===== config.mk =====
export PLATFORM = sky130hd
export DESIGN_NAME = ps2_host_tx
export DESIGN_NICKNAME = d
export VERILOG_FILES = /design/src/rtl/ps2_pkg.sv /design/src/rtl/ps2_line_sync.sv /design/src/rtl/ps2_host_tx.sv
export SDC_FILE = /design/constraint.sdc
export NUM_CORES = 1
export LEC_CHECK = 0
export CORE_UTILIZATION = 49
export CTS_BUF_LIST = sky130_fd_sc_hd__clkbuf_8 sky130_fd_sc_hd__clkbuf_16
export CTS_CLUSTER_DIAMETER = 150
export DETAILED_ROUTE_END_ITERATION = 8
export DONT_BUFFER_PORTS = 1
export HOLD_SLACK_MARGIN = 0.08
export PLACE_DENSITY = 0.72
export SYNTH_ARGS = -nofsm -noshare
export SYNTH_HDL_FRONTEND = slang
export SYNTH_HIERARCHICAL = 1
export SYNTH_SLANG_ARGS = --single-unit

===== constraint.sdc =====
create_clock -name clk -period 2.4 [get_ports clk]
set_clock_uncertainty 0.15 [all_clocks]
set_input_delay 0.36 -clock clk [delete_from_list [all_inputs] [get_ports clk]]
set_output_delay 0.36 -clock clk [all_outputs]
set_load 0.005 [all_outputs]

===== src/rtl/ps2_pkg.sv =====
// rtl/ps2_pkg.sv - shared PS/2 host transmitter types and constants
package ps2_pkg;

  typedef enum logic [2:0] {
    IDLE,
    INHIBIT,
    START,
    SHIFT,
    ACK,
    WAIT_IDLE,
    ERR
  } ps2_state_e;

  localparam logic [1:0] PS2_ERR_NONE    = 2'd0;
  localparam logic [1:0] PS2_ERR_TIMEOUT = 2'd1;
  localparam logic [1:0] PS2_ERR_NOACK   = 2'd2;

  localparam logic [3:0] PS2_EDGE_PAR  = 4'd9;
  localparam logic [3:0] PS2_EDGE_STOP = 4'd10;
  localparam logic [3:0] PS2_EDGE_ACK  = 4'd11;

  localparam int PS2_START_CYC = 16;

  // Parity bit that makes the total count of ones in data+parity odd.
  function automatic logic ps2_odd_parity(input logic [7:0] b);
    return ~^b;
  endfunction

endpackage


===== src/rtl/ps2_line_sync.sv =====
// rtl/ps2_line_sync.sv - 2-FF synchronizers for PS2_CLK/PS2_DATA plus clock falling-edge detect
module ps2_line_sync (
  input  logic clk,
  input  logic rst,
  input  logic ps2_clk_i,
  input  logic ps2_data_i,
  output logic clk_s_o,
  output logic data_s_o,
  output logic clk_fall_o
);

  logic [1:0] clk_sync_q;
  logic [1:0] data_sync_q;
  logic       clk_prev_q;

  // Idle lines are pulled high, so reset to 1 to avoid a spurious edge.
  always_ff @(posedge clk or negedge rst) begin
    if (!rst) begin
      clk_sync_q  <= 2'b11;
      data_sync_q <= 2'b11;
      clk_prev_q  <= 1'b1;
    end else begin
      clk_sync_q  <= {clk_sync_q[0], ps2_clk_i};
      data_sync_q <= {data_sync_q[0], ps2_data_i};
      clk_prev_q  <= clk_sync_q[1];
    end
  end

  assign clk_s_o    = clk_sync_q[1];
  assign data_s_o   = data_sync_q[1];
  assign clk_fall_o = clk_prev_q & ~clk_sync_q[1];

endmodule


===== src/rtl/ps2_host_tx.sv =====
// rtl/ps2_host_tx.sv - PS/2 host-to-device command byte transmitter
// Define PS2_TX_ACK_CHECK_EN to flag a missing device ACK at clock edge 11.
module ps2_host_tx #(
  parameter int CLK_HZ     = 100_000_000,
  parameter int INHIBIT_US = 120,
  parameter int TIMEOUT_MS = 15
) (
  input  logic       clk,
  input  logic       rst,
  input  logic [7:0] tx_data,
  input  logic       tx_valid,
  output logic       tx_ready,
  input  logic       ps2_clk_i,
  input  logic       ps2_data_i,
  output logic       ps2_clk_oe,
  output logic       ps2_data_oe,
  output logic       busy,
  output logic       done,
  output logic       err,
  output logic [1:0] err_code
);
  import ps2_pkg::*;

  localparam int INHIBIT_CYC = CLK_HZ / 1_000_000 * INHIBIT_US;
  localparam int TIMEOUT_CYC = CLK_HZ / 1000 * TIMEOUT_MS;
  localparam int PH_MAX      = (INHIBIT_CYC > PS2_START_CYC) ? INHIBIT_CYC : PS2_START_CYC;
  localparam int PH_W        = $clog2(PH_MAX);
  localparam int TO_W        = $clog2(TIMEOUT_CYC);

  localparam logic [PH_W-1:0] INH_LAST   = PH_W'(INHIBIT_CYC - 1);
  localparam logic [PH_W-1:0] START_LAST = PH_W'(PS2_START_CYC - 1);
  localparam logic [TO_W-1:0] TO_LAST    = TO_W'(TIMEOUT_CYC - 1);

  ps2_state_e      state_q;
  logic [7:0]      data_q;
  logic            par_q;
  logic [3:0]      edge_q;
  logic [PH_W-1:0] ph_q;
  logic [TO_W-1:0] to_q;
  logic            tx_ready_q, clk_oe_q, data_oe_q, busy_q, done_q, err_q;
  logic [1:0]      err_code_q;

  logic       clk_s, data_s, fall;
  logic [3:0] edge_nx;
  logic       counting, timeout;

  ps2_line_sync u_sync (
    .clk        (clk),
    .rst        (rst),
    .ps2_clk_i  (ps2_clk_i),
    .ps2_data_i (ps2_data_i),
    .clk_s_o    (clk_s),
    .data_s_o   (data_s),
    .clk_fall_o (fall)
  );

  assign edge_nx  = edge_q + 4'd1;
  assign counting = (state_q == SHIFT) || (state_q == ACK) || (state_q == WAIT_IDLE);
  assign timeout  = counting && (to_q == TO_LAST);

  always_ff @(posedge clk or negedge rst) begin
    if (!rst) begin
      state_q    <= IDLE;
      data_q     <= 8'h00;
      par_q      <= 1'b0;
      edge_q     <= 4'd0;
      ph_q       <= '0;
      to_q       <= '0;
      tx_ready_q <= 1'b1;
      clk_oe_q   <= 1'b0;
      data_oe_q  <= 1'b0;
      busy_q     <= 1'b0;
      done_q     <= 1'b0;
      err_q      <= 1'b0;
      err_code_q <= PS2_ERR_NONE;
    end else begin
      done_q <= 1'b0;
      err_q  <= 1'b0;
      // A stalled device wins over any edge arriving in the same cycle.
      if (timeout) begin
        state_q    <= ERR;
        clk_oe_q   <= 1'b0;
        data_oe_q  <= 1'b0;
        err_code_q <= PS2_ERR_TIMEOUT;
      end else begin
        if (counting) to_q <= to_q + 1'b1;
        case (state_q)
          IDLE: if (tx_valid) begin
            data_q     <= tx_data;
            par_q      <= ps2_odd_parity(tx_data);
            err_code_q <= PS2_ERR_NONE;
            edge_q     <= 4'd0;
            ph_q       <= '0;
            tx_ready_q <= 1'b0;
            busy_q     <= 1'b1;
            clk_oe_q   <= 1'b1;
            state_q    <= INHIBIT;
          end
          INHIBIT: if (ph_q == INH_LAST) begin
            ph_q      <= '0;
            data_oe_q <= 1'b1;
            state_q   <= START;
          end else begin
            ph_q <= ph_q + 1'b1;
          end
          START: if (ph_q == START_LAST) begin
            ph_q     <= '0;
            to_q     <= '0;
            clk_oe_q <= 1'b0;
            state_q  <= SHIFT;
          end else begin
            ph_q <= ph_q + 1'b1;
          end
          SHIFT: if (fall) begin
            edge_q <= edge_nx;
            if (edge_nx == PS2_EDGE_STOP) begin
              data_oe_q <= 1'b0;
              state_q   <= ACK;
            end else if (edge_nx == PS2_EDGE_PAR) begin
              data_oe_q <= ~par_q;
            end else begin
              data_oe_q <= ~data_q[edge_q[2:0]];
            end
          end
          ACK: if (fall) begin
            edge_q <= edge_nx;
`ifdef PS2_TX_ACK_CHECK_EN
            if (data_s) begin
              err_code_q <= PS2_ERR_NOACK;
              state_q    <= ERR;
            end else begin
              state_q <= WAIT_IDLE;
            end
`else
            state_q <= WAIT_IDLE;
`endif
          end
          WAIT_IDLE: if (clk_s && data_s) begin
            done_q     <= 1'b1;
            tx_ready_q <= 1'b1;
            busy_q     <= 1'b0;
            state_q    <= IDLE;
          end
          ERR: begin
            err_q      <= 1'b1;
            tx_ready_q <= 1'b1;
            busy_q     <= 1'b0;
            clk_oe_q   <= 1'b0;
            data_oe_q  <= 1'b0;
            state_q    <= IDLE;
          end
          default: state_q <= IDLE;
        endcase
      end
    end
  end

  assign tx_ready    = tx_ready_q;
  assign ps2_clk_oe  = clk_oe_q;
  assign ps2_data_oe = data_oe_q;
  assign busy        = busy_q;
  assign done        = done_q;
  assign err         = err_q;
  assign err_code    = err_code_q;

endmodule


After elaboration in Yosys (flattened, before gate mapping)
Index checks and enable logic that the tools add are counted.
{ "word_totals": {"ff_bits": 64, "input_bits": 13, "out_inout_bits": 8, "word_cells": 112} }
{ "classes": {"n_addsub": 3, "magnitude_cmp": 1, "n_eq_ne": 21, "n_mux": 44, "n_bitwise": 5, "reduce_logical": 22} }
{ "op_table": {"columns": ["operator", "count"], "rows": [
  ["$mux W21", 3],
  ["$mux W14", 3],
  ["$pmux W14 S3", 1],
  ["$mux W3", 8],
  ["$add A21 B1 Y21 const B", 1],
  ["$eq A21 B21 Y1 const B", 1],
  ["$pmux W3 S6", 1],
  ["$mux W1", 17],
  ["$ne A3 B3 Y1 const B", 5],
  ["$add A14 B1 Y14 const B", 1],
  ["$eq A14 B14 Y1 const B", 1],
  ["$eq A14 B4 Y1 const B", 1],
  ["$pmux W1 S3", 4],
  ["$reduce_and A3 Y1", 4],
  ["$eq A3 B3 Y1 const B", 3],
  ["$eq A4 B4 Y1 const B", 2],
  ["$mux W4", 2],
  ["$pmux W4 S2", 1],
  ["$reduce_and A4 Y1", 2],
  ["$reduce_bool A4 Y1", 2],
  ["$reduce_xnor A8 Y1", 1],
  ["$reduce_and A7 Y1", 1],
  ["$eq A3 B2 Y1 const B", 2],
  ["$mux W2", 3],
  ["other kinds (16)", 26]
]} }

Logic depth before layout (Yosys ltp)
Gate-level depths: netlist (run 1).
{ "logic_depth": {"depth_word": 8, "depth_mapped": 8, "depth_no_buf": 7} }

By module
The synthesis (run 1) kept the hierarchy.
{ "modules_own_cells": {"columns": ["mod", "instances", "cells_per_inst", "area_each_um2", "seq_area_each_um2"], "rows": [
  ["ps2_host_tx", 1, 348, 3258.1, 1452.6],
  ["ps2_line_sync", 1, 6, 145.1, 131.4]
]} }

Worst setup path before layout (run 1)
Ideal clock, no wire load.
{ "synth_path": {"path_type": "reg-to-reg", "startpoint": "register ph_q[0]", "endpoint": "register state_q[0]", "setup_time_ps": 125, "arrival_time_ps": 1935, "required_ps": 2125, "slack_ps": 190, "stages_incl_launch_ff": 8, "n_path_buf": 0, "synth_period_minus_slack_ps": 2210, "path_cell_list": "dfrtp_1 > ha_1 > and3_4 > nand2_2 > o41a_1 > a2111oi_4 > o21ai_2 > mux2_4"} }
{ "synth_via": {"elab_chain_cells": 3, "word_cells_on_any_way": 5, "cone_classes": "4 x eq/ne; 1 x reduce/logical"} }
{ "synth_lines": {"columns": ["element", "line", "rtl"], "rows": [
  ["start: declaration", "ps2_host_tx.sv:38", "logic [PH_W-1:0] ph_q;"],
  ["start signal: assignment", "ps2_host_tx.sv:104", "ph_q <= ph_q + 1'b1;"],
  ["start signal: assignment", "ps2_host_tx.sv:112", "ph_q <= ph_q + 1'b1;"],
  ["$eq A14 B4 Y1 or $eq A14 B14 Y1 (tied branches)", "ps2_host_tx.sv:106, ps2_host_tx.sv:99", null],
  ["$ne A3 B3 Y1 (no source line)", null, null],
  ["$reduce_and A7 Y1 (no source line) *", null, null],
  ["end signal: assignment", "ps2_host_tx.sv:102", "state_q <= START;"],
  ["end signal: assignment", "ps2_host_tx.sv:110", "state_q <= SHIFT;"],
  ["end signal: assignment", "ps2_host_tx.sv:118", "state_q <= ACK;"],
  ["end: declaration", "ps2_host_tx.sv:34", "ps2_state_e state_q;"]
]} }
Every way passes the cells marked *; elsewhere a longest branch is shown, timed or not.
A chain may end at the register's enable or synchronous reset.

Worst setup path in the final report (run 1)
{ "layout_path": {"startpoint": "register to_q[10]", "endpoint": "register edge_q[2]"} }
{ "layout_via": {"elab_chain_cells": 4} }
{ "layout_lines": {"columns": ["element", "line", "rtl"], "rows": [
  ["start: declaration", "ps2_host_tx.sv:39", "logic [TO_W-1:0] to_q;"],
  ["start signal: assignment", "ps2_host_tx.sv:86", "if (counting) to_q <= to_q + 1'b1;"],
  ["$eq A21 B21 Y1", "ps2_host_tx.sv:59", "assign timeout = counting && (to_q == TO_LAST);"],
  ["$logic_and A1 B1 Y1", "ps2_host_tx.sv:59", null],
  ["$not A1 Y1 (no source line)", null, null],
  ["$reduce_and A4 Y1 (no source line)", null, null],
  ["end signal: assignment", "ps2_host_tx.sv:115", "edge_q <= edge_nx;"],
  ["end signal: assignment", "ps2_host_tx.sv:126", "edge_q <= edge_nx;"],
  ["end: declaration", "ps2_host_tx.sv:37", "logic [3:0] edge_q;"]
]} }
Every way passes these cells.

==> impl_metrics.env, run 1 <==
export IMPL_critical_path_slowest_cell="or4_1"
export IMPL_p_sw_uw=1353
export IMPL_numClockSinks=63
export IMPL_antenna_found_initial=0
export IMPL_ir_drop_mv=0.4243
export IMPL_clockPowerShare=0.214
export IMPL_final_setup_worst_slack_ns=0.1150
export IMPL_slew_headroom=0.6520
export IMPL_clk_pin_slew_ns=0.07
export IMPL_critPathTopFamily="simple AND/OR/NAND/NOR gates"
export IMPL_ys_seq_area_frac=0.4654
export IMPL_drc=0
export IMPL_grt_pass1_wl_um=11540
export IMPL_cts_made_buffers=9
export IMPL_dp_hpwl_um=4607
export IMPL_swShare=0.3562
export IMPL_core_rowCount=30
export IMPL_fin_crit_ns=2.285
export IMPL_final_area_um2=3876
export IMPL_dieArea_um2=7283
export IMPL_vias=2580
export IMPL_grt_pass1_vias=2506
export IMPL_vias_per_cell=5.572
export IMPL_wl_um=6648
export IMPL_num_antenna_cells=0
export IMPL_dp_slack_ns=0.1088
export IMPL_synth_cell_area_um2=3403
export IMPL_cp_data_arrival_time_ns=2.36
export IMPL_status="complete, no violations"
export IMPL_fmax_mhz=437.6
export IMPL_syn_avg_cell_area_um2=9.614
export IMPL_holdWs_ns=0.2071
export IMPL_grt_max_degree=64
export IMPL_synth_nets=372
export IMPL_die_h_um=85.34
export IMPL_reg2reg_from="to_q[10]"
export IMPL_core_um2=6756
export IMPL_antenna_left=0
export IMPL_yosysTopAreaCellShare=0.4191
export IMPL_root_buffer="clkbuf_8"
export IMPL_die_w_um=85.34
export IMPL_ys_top_cells_by_area="dfrtp_1, xnor2_1, dfstp_2"
export IMPL_synth_commonest_cells="dfrtp_1, nand2_1, nor2_1"
export IMPL_path_depth=6
export IMPL_drt_iter0_drc=163
export IMPL_setup_viol=0
export IMPL_grt_overflow=0
export IMPL_total_power_uw=3798
export IMPL_clock_path_buffers=2
export IMPL_p_int_uw=2445
export IMPL_yosys_warnings=6
export IMPL_drive_above_1_share=0.1749
export IMPL_start_util=0.5037
export IMPL_io_pins=21
export IMPL_hp_class="flop to flop"
export IMPL_critPathMaxStageDelay_ns=0.67
export IMPL_cap_violations=0
export IMPL_finalMaxSlewViolations=0
export IMPL_gp_congestion=0.8713
export IMPL_fin_tns_setup_ns=0
export IMPL_timing_final_crit_share=0.9521
export IMPL_power_frac_comb=0.371
export IMPL_tightest_slew_ns=0.5173
export IMPL_nets=396
export IMPL_h_tree_depth=3
export IMPL_seq_power_share=0.414
export IMPL_clk_latency_ns=0.34
export IMPL_synth_edf_count=0
export IMPL_ys_seq_elements=63
export IMPL_wl_per_cell_um=14.36
export IMPL_reg2reg_to="edge_q[2]"
export IMPL_crit_chain="nor4_1 -> nand4_1 -> or4_1 -> nand2_1 -> mux2_2 -> o21ai_0"
export IMPL_synthArstFlopShare=1.000
export IMPL_hold_violations=0
export IMPL_port_buffer_count=0
export IMPL_synthCells=354
export IMPL_cp_max_fo=6
export IMPL_path_class="flop to flop"
export IMPL_placed_area_um2=3551
export IMPL_tritoncts="yes"
export IMPL_required_ns=2.48
export IMPL_critPathLaunch="to_q[10]"
export IMPL_yosysUniqueCellTypes=58
export IMPL_yosysMostFrequentCell="dfrtp_1"
export IMPL_yosysTopAreaCell="dfrtp_1"
export IMPL_worstSetupEndpointType="flop"
export IMPL_p_per_area_nw_per_um2=979.7
export IMPL_synth_flop_cell="dfrtp_1"
export IMPL_path_buf_inv=0
export IMPL_dr_pass1_iters=4
export IMPL_grtUsageTotal=0.2056
export IMPL_startpoint_type="flop"
export IMPL_p_leak_uw=0.001611
export IMPL_worstRegToRegCells=6
export IMPL_r2r_slack_ns=0.12
export IMPL_fillers=557
export IMPL_crit_path_end="edge_q[2]"
export IMPL_areaGrowthSynthToFinish_pct=13.90
==> kinds of logic (layout without fill, tap and decap cells) <==
logic type | Yosys count | count (layout) | synth area share
muxes | 13 | 13 | 0.05073
and+or+nand+nor | 157 | 157 | 0.2408
adders and majority gates | 5 | 5 | 0.01838
buffers and inverters | 27 | 56 | 0.03419
DFF | 63 | 63 | 0.4654
AOI/OAI and AO/OA | 57 | 57 | 0.1096
xor gates and xnor gates | 31 | 31 | 0.07978
other | 1 | 1 | 0.001102
==> worst register-to-register path, delay by kind of cell, from the launching register on <==
| kind | cells | cell delay, ns |
|---|---|---|
| AOI/OAI and AO/OA | 1 | 0.06 |
| and+or+nand+nor | 4 | 1.37 |
| muxes | 1 | 0.15 |
| DFF | 1 | 0.43 |
==> through the flow <==
step	util	instances
after floorplan	-	354
after global placement	0.5256	434
after detailed placement	0.5256	434
after CTS	0.5719	462
after global routing	0.5737	463
final	0.5737	463
==> registers in the layout, summed over array words and instances, names as in the netlist, 2 cells and up <==
signal / count
u_sync/clk_sync_q: 2
state_q: 3
ph_q: 14
to_q: 21
data_q: 8
u_sync/data_sync_q: 2
edge_q: 4
==> power groups by stage <==
stage	Sequential [µW]	Combinational, µW	Clock [µW]
floorplan	1470	1130	0
global placement	1580	1320	0
detailed placement	1590	1350	0
CTS	1570	1400	850
global route	1610	1600	888
finish	1570	1410	814
==> worst min path at each step <==
stage	startpoint	end	slack (ns)	cells past startpoint
detailed placement	rst	ph_q[7]	-0.08	0
global route	u_sync/clk_sync_q[0]	u_sync/clk_sync_q[1]	0.21	0
floorplan	rst	busy	-0.09	0
CTS	u_sync/clk_sync_q[0]	u_sync/clk_sync_q[1]	0.21	0
finish	u_sync/clk_sync_q[0]	u_sync/clk_sync_q[1]	0.21	0
global placement	rst	ph_q[7]	-0.08	0
==> per-layer routing <==
metal / routed length [µm] / global-route usage / up-vias
met5: 0 / 0 / -
met3: 321 / 0.06226 / 11
met4: 130 / 0.1015 / 0
met2: 3229 / 0.3233 / 55
li1: - / - / 1280
met1: 2967 / 0.2593 / 1234
==> cell usage in the layout, fill, tap and decap left out, drive strengths merged, types with 4 or more instances in the layout <==
cell         synthesis  layout
o21ai               21      21
or2                  5       5
nand2b               4       4
and2                 4       4
mux2                11      11
or3                  8       8
nor4                 5       5
dfstp                6       6
ha                   5       5
nor2                39      39
xnor2               21      21
nor2b                6       6
inv                 13      14
nand2               41      41
clkinv               0       4
clkbuf               5      11
nor3                14      14
dfrtp               57      57
dlygate4sd3          0      11
a21oi               17      17
nand4                8       8
xor2                10      10
buf                  9      16
nand3               13      13
==> cell type report <==
class,instances,area [µm²],area share
clock buffer,11,151.4,0.03906
tap,80,100.1,0.02582
clock inverter,5,23.77,0.006133
inverter,13,48.80,0.01259
timing repair buffer,27,250.2,0.06456
multi-input combinational,264,1718,0.4432
sequential,63,1584,0.4087
==> timing repair <==
action	in CTS	in global routing
gates resized for setup	0	1
endpoints found under the setup margin	0	13
hold buffers	12	0
hold endpoints to repair	73	0
buffers inserted	0	1
Note: power is estimated with default switching activity, not from simulation.
==> run 2, diff against run 1 <==
Settings changed: GPL_ROUTABILITY_DRIVEN set to 0.
==> results of run 2 <==
No change in the layout: final DEF, timing and power equal those of run 1.
==> run 3, diff against run 2 <==
Settings changed: CORE_UTILIZATION 49 to 48, PLACE_DENSITY 0.72 to 0.71, RECOVER_POWER set to 100.
==> run 3 against run 2 <==
Net effect: maximum frequency rose by 2.2%; critical path depth is the same; sequential cell count unchanged; via count decreased by 1.2%; global-route usage decreased by 0.51 points; wire length shrank 0.26%; critical endpoint unchanged.
==> impl_metrics.env, run 3 (synthesized netlist as in run 1, its figures left out) <==
export IMPL_dp_hpwl_um=4507
export IMPL_port_buffer_count=0
export IMPL_clk_pin_slew_ns=0.08
export IMPL_drive_above_1_share=0.1522
export IMPL_cts_made_buffers=9
export IMPL_ir_drop_mv=0.4244
export IMPL_final_area_um2=3884
export IMPL_path_buf_inv=0
export IMPL_holdPathEnd="u_sync/data_sync_q[1]"
export IMPL_crit_chain="or2_0 -> or2_2 -> or4_1 -> nand2_1 -> mux2_2 -> o21ai_0"
export IMPL_die_h_um=86.20
export IMPL_hp_class="flop to flop"
export IMPL_cp_data_arrival_time_ns=2.31
export IMPL_grt_overflow=0
export IMPL_reg2reg_to="edge_q[2]"
export IMPL_hold_start="u_sync/data_sync_q[0]"
export IMPL_final_cell_mix="dfrtp_1, nand2_1, nor2_1"
export IMPL_required_ns=2.48
export IMPL_numClockSinks=63
export IMPL_core_um2=6832
export IMPL_seq_power_share=0.397
export IMPL_power_frac_comb=0.344
export IMPL_antenna_left=0
export IMPL_antenna_found_initial=0
export IMPL_fin_crit_ns=2.236
export IMPL_setup_viol=0
export IMPL_p_per_area_nw_per_um2=1014
export IMPL_drt_iter0_drc=139
export IMPL_num_antenna_cells=0
export IMPL_fin_tns_setup_ns=0
export IMPL_p_int_uw=2552
export IMPL_wl_per_cell_um=13.90
export IMPL_timing_final_crit_share=0.9316
export IMPL_grt_pass1_vias=2456
export IMPL_grt_pass1_wl_um=11560
export IMPL_clk_latency_ns=0.34
export IMPL_swShare=0.3520
export IMPL_vias=2549
export IMPL_h_tree_depth=3
export IMPL_cp_max_fo=6
export IMPL_slew_headroom=0.07501
export IMPL_io_pins=21
export IMPL_post_cts_buffers=0
export IMPL_final_setup_worst_slack_ns=0.1642
export IMPL_critPathMaxStageDelay_ns=0.64
export IMPL_p_sw_uw=1386
export IMPL_clockPowerShare=0.259
export IMPL_core_rowCount=30
export IMPL_grtUsageTotal=0.2005
export IMPL_grt_max_degree=64
export IMPL_cap_violations=0
export IMPL_reg2reg_from="to_q[5]"
export IMPL_root_buffer="clkbuf_8"
export IMPL_rsz0062_at_grt="no"
export IMPL_dp_slack_ns=0.1089
export IMPL_critical_path_slowest_cell="or4_1"
export IMPL_start_util=0.4982
export IMPL_finalMaxSlewViolations=0
export IMPL_die_w_um=86.20
export IMPL_regMostFlops="to_q"
export IMPL_areaGrowthSynthToFinish_pct=14.12
export IMPL_worstRegToRegCells=6
export IMPL_worstSetupEndpointType="flop"
export IMPL_hold_violations=0
export IMPL_r2r_slack_ns=0.16
export IMPL_fmax_mhz=447.3
export IMPL_critPathTopFamily="simple AND/OR/NAND/NOR gates"
export IMPL_top_regs="to_q (21), ph_q (14), data_q (8)"
export IMPL_dieArea_um2=7430
export IMPL_clock_path_buffers=2
export IMPL_startpoint_type="flop"
export IMPL_final_common_cell="dfrtp_1"
export IMPL_p_leak_uw=0.001570
export IMPL_nets=394
export IMPL_status="complete, no violations"
export IMPL_tritoncts="yes"
export IMPL_vias_per_cell=5.344
export IMPL_tightest_slew_ns=1.387
export IMPL_largest_reg_flops=21
export IMPL_holdPathStages=0
export IMPL_placed_area_um2=3576
export IMPL_drc=0
export IMPL_path_class="flop to flop"
export IMPL_wl_um=6631
export IMPL_dr_pass1_iters=5
## run 3: how the worst max path moves through the flow
stage	from	end	slack, ns	depth (start not counted)
after global placement	ph_q[0]	state_q[2]	0.16	8
final	to_q[5]	edge_q[2]	0.16	6
after global routing	edge_q[0]	state_q[2]	0.007	8
after detailed placement	ph_q[0]	state_q[2]	0.11	8
after CTS	ph_q[0]	state_q[2]	0.09	8
after floorplan	ph_q[0]	state_q[0]	0.19	7
## run 3: cell type report
cell class,count,area (µm²)
inverters,13,48.80
well taps,96,120.1
multi-input cells,264,1705
fillers,622,2948
clock buffers,9,123.9
clock inverters,7,97.59
repair buffers,25,203.9
flip-flops and latches,63,1584
## run 3: stage by stage
step                instances  hold slack [ns]    util  total power (µW)
floorplan                 354         -0.08559       -              2599
global placement          449         -0.08451  0.5234              2891
detailed placement        449         -0.08477  0.5234              2938
CTS                       477           0.2090  0.5760              4004
global route              477           0.2159  0.5685              4215
finish                    477           0.2101  0.5685              3939
## run 3: repair_timing
action	4_1_cts	5_1_grt
hold buffers	12	0
endpoints found under the setup margin	0	17
hold endpoints to repair	73	0
gates resized for setup	0	1
## run 3: power by group through the flow
stage / Combinational (µW) / Sequential (µW) / Clock, µW
finish: 1350 / 1560 / 1020
global placement: 1310 / 1580 / 0
detailed placement: 1350 / 1590 / 0
floorplan: 1130 / 1470 / 0
global route: 1530 / 1610 / 1080
CTS: 1390 / 1570 / 1040
## run 3: layer usage
metal,vias up,part of all wire,track usage
met2,30,0.49,0.3261
met4,0,0.012,0.08182
met5,-,0,0
li1,1273,-,-
met3,6,0.031,0.03810
met1,1240,0.47,0.2649
## run 3: worst register-to-register path, stage by stage (launching register included)
cell	delay, ns
dfrtp_1	0.42
or2_0	0.24
or2_2	0.33
or4_1	0.64
nand2_1	0.13
mux2_2	0.15
o21ai_0	0.06
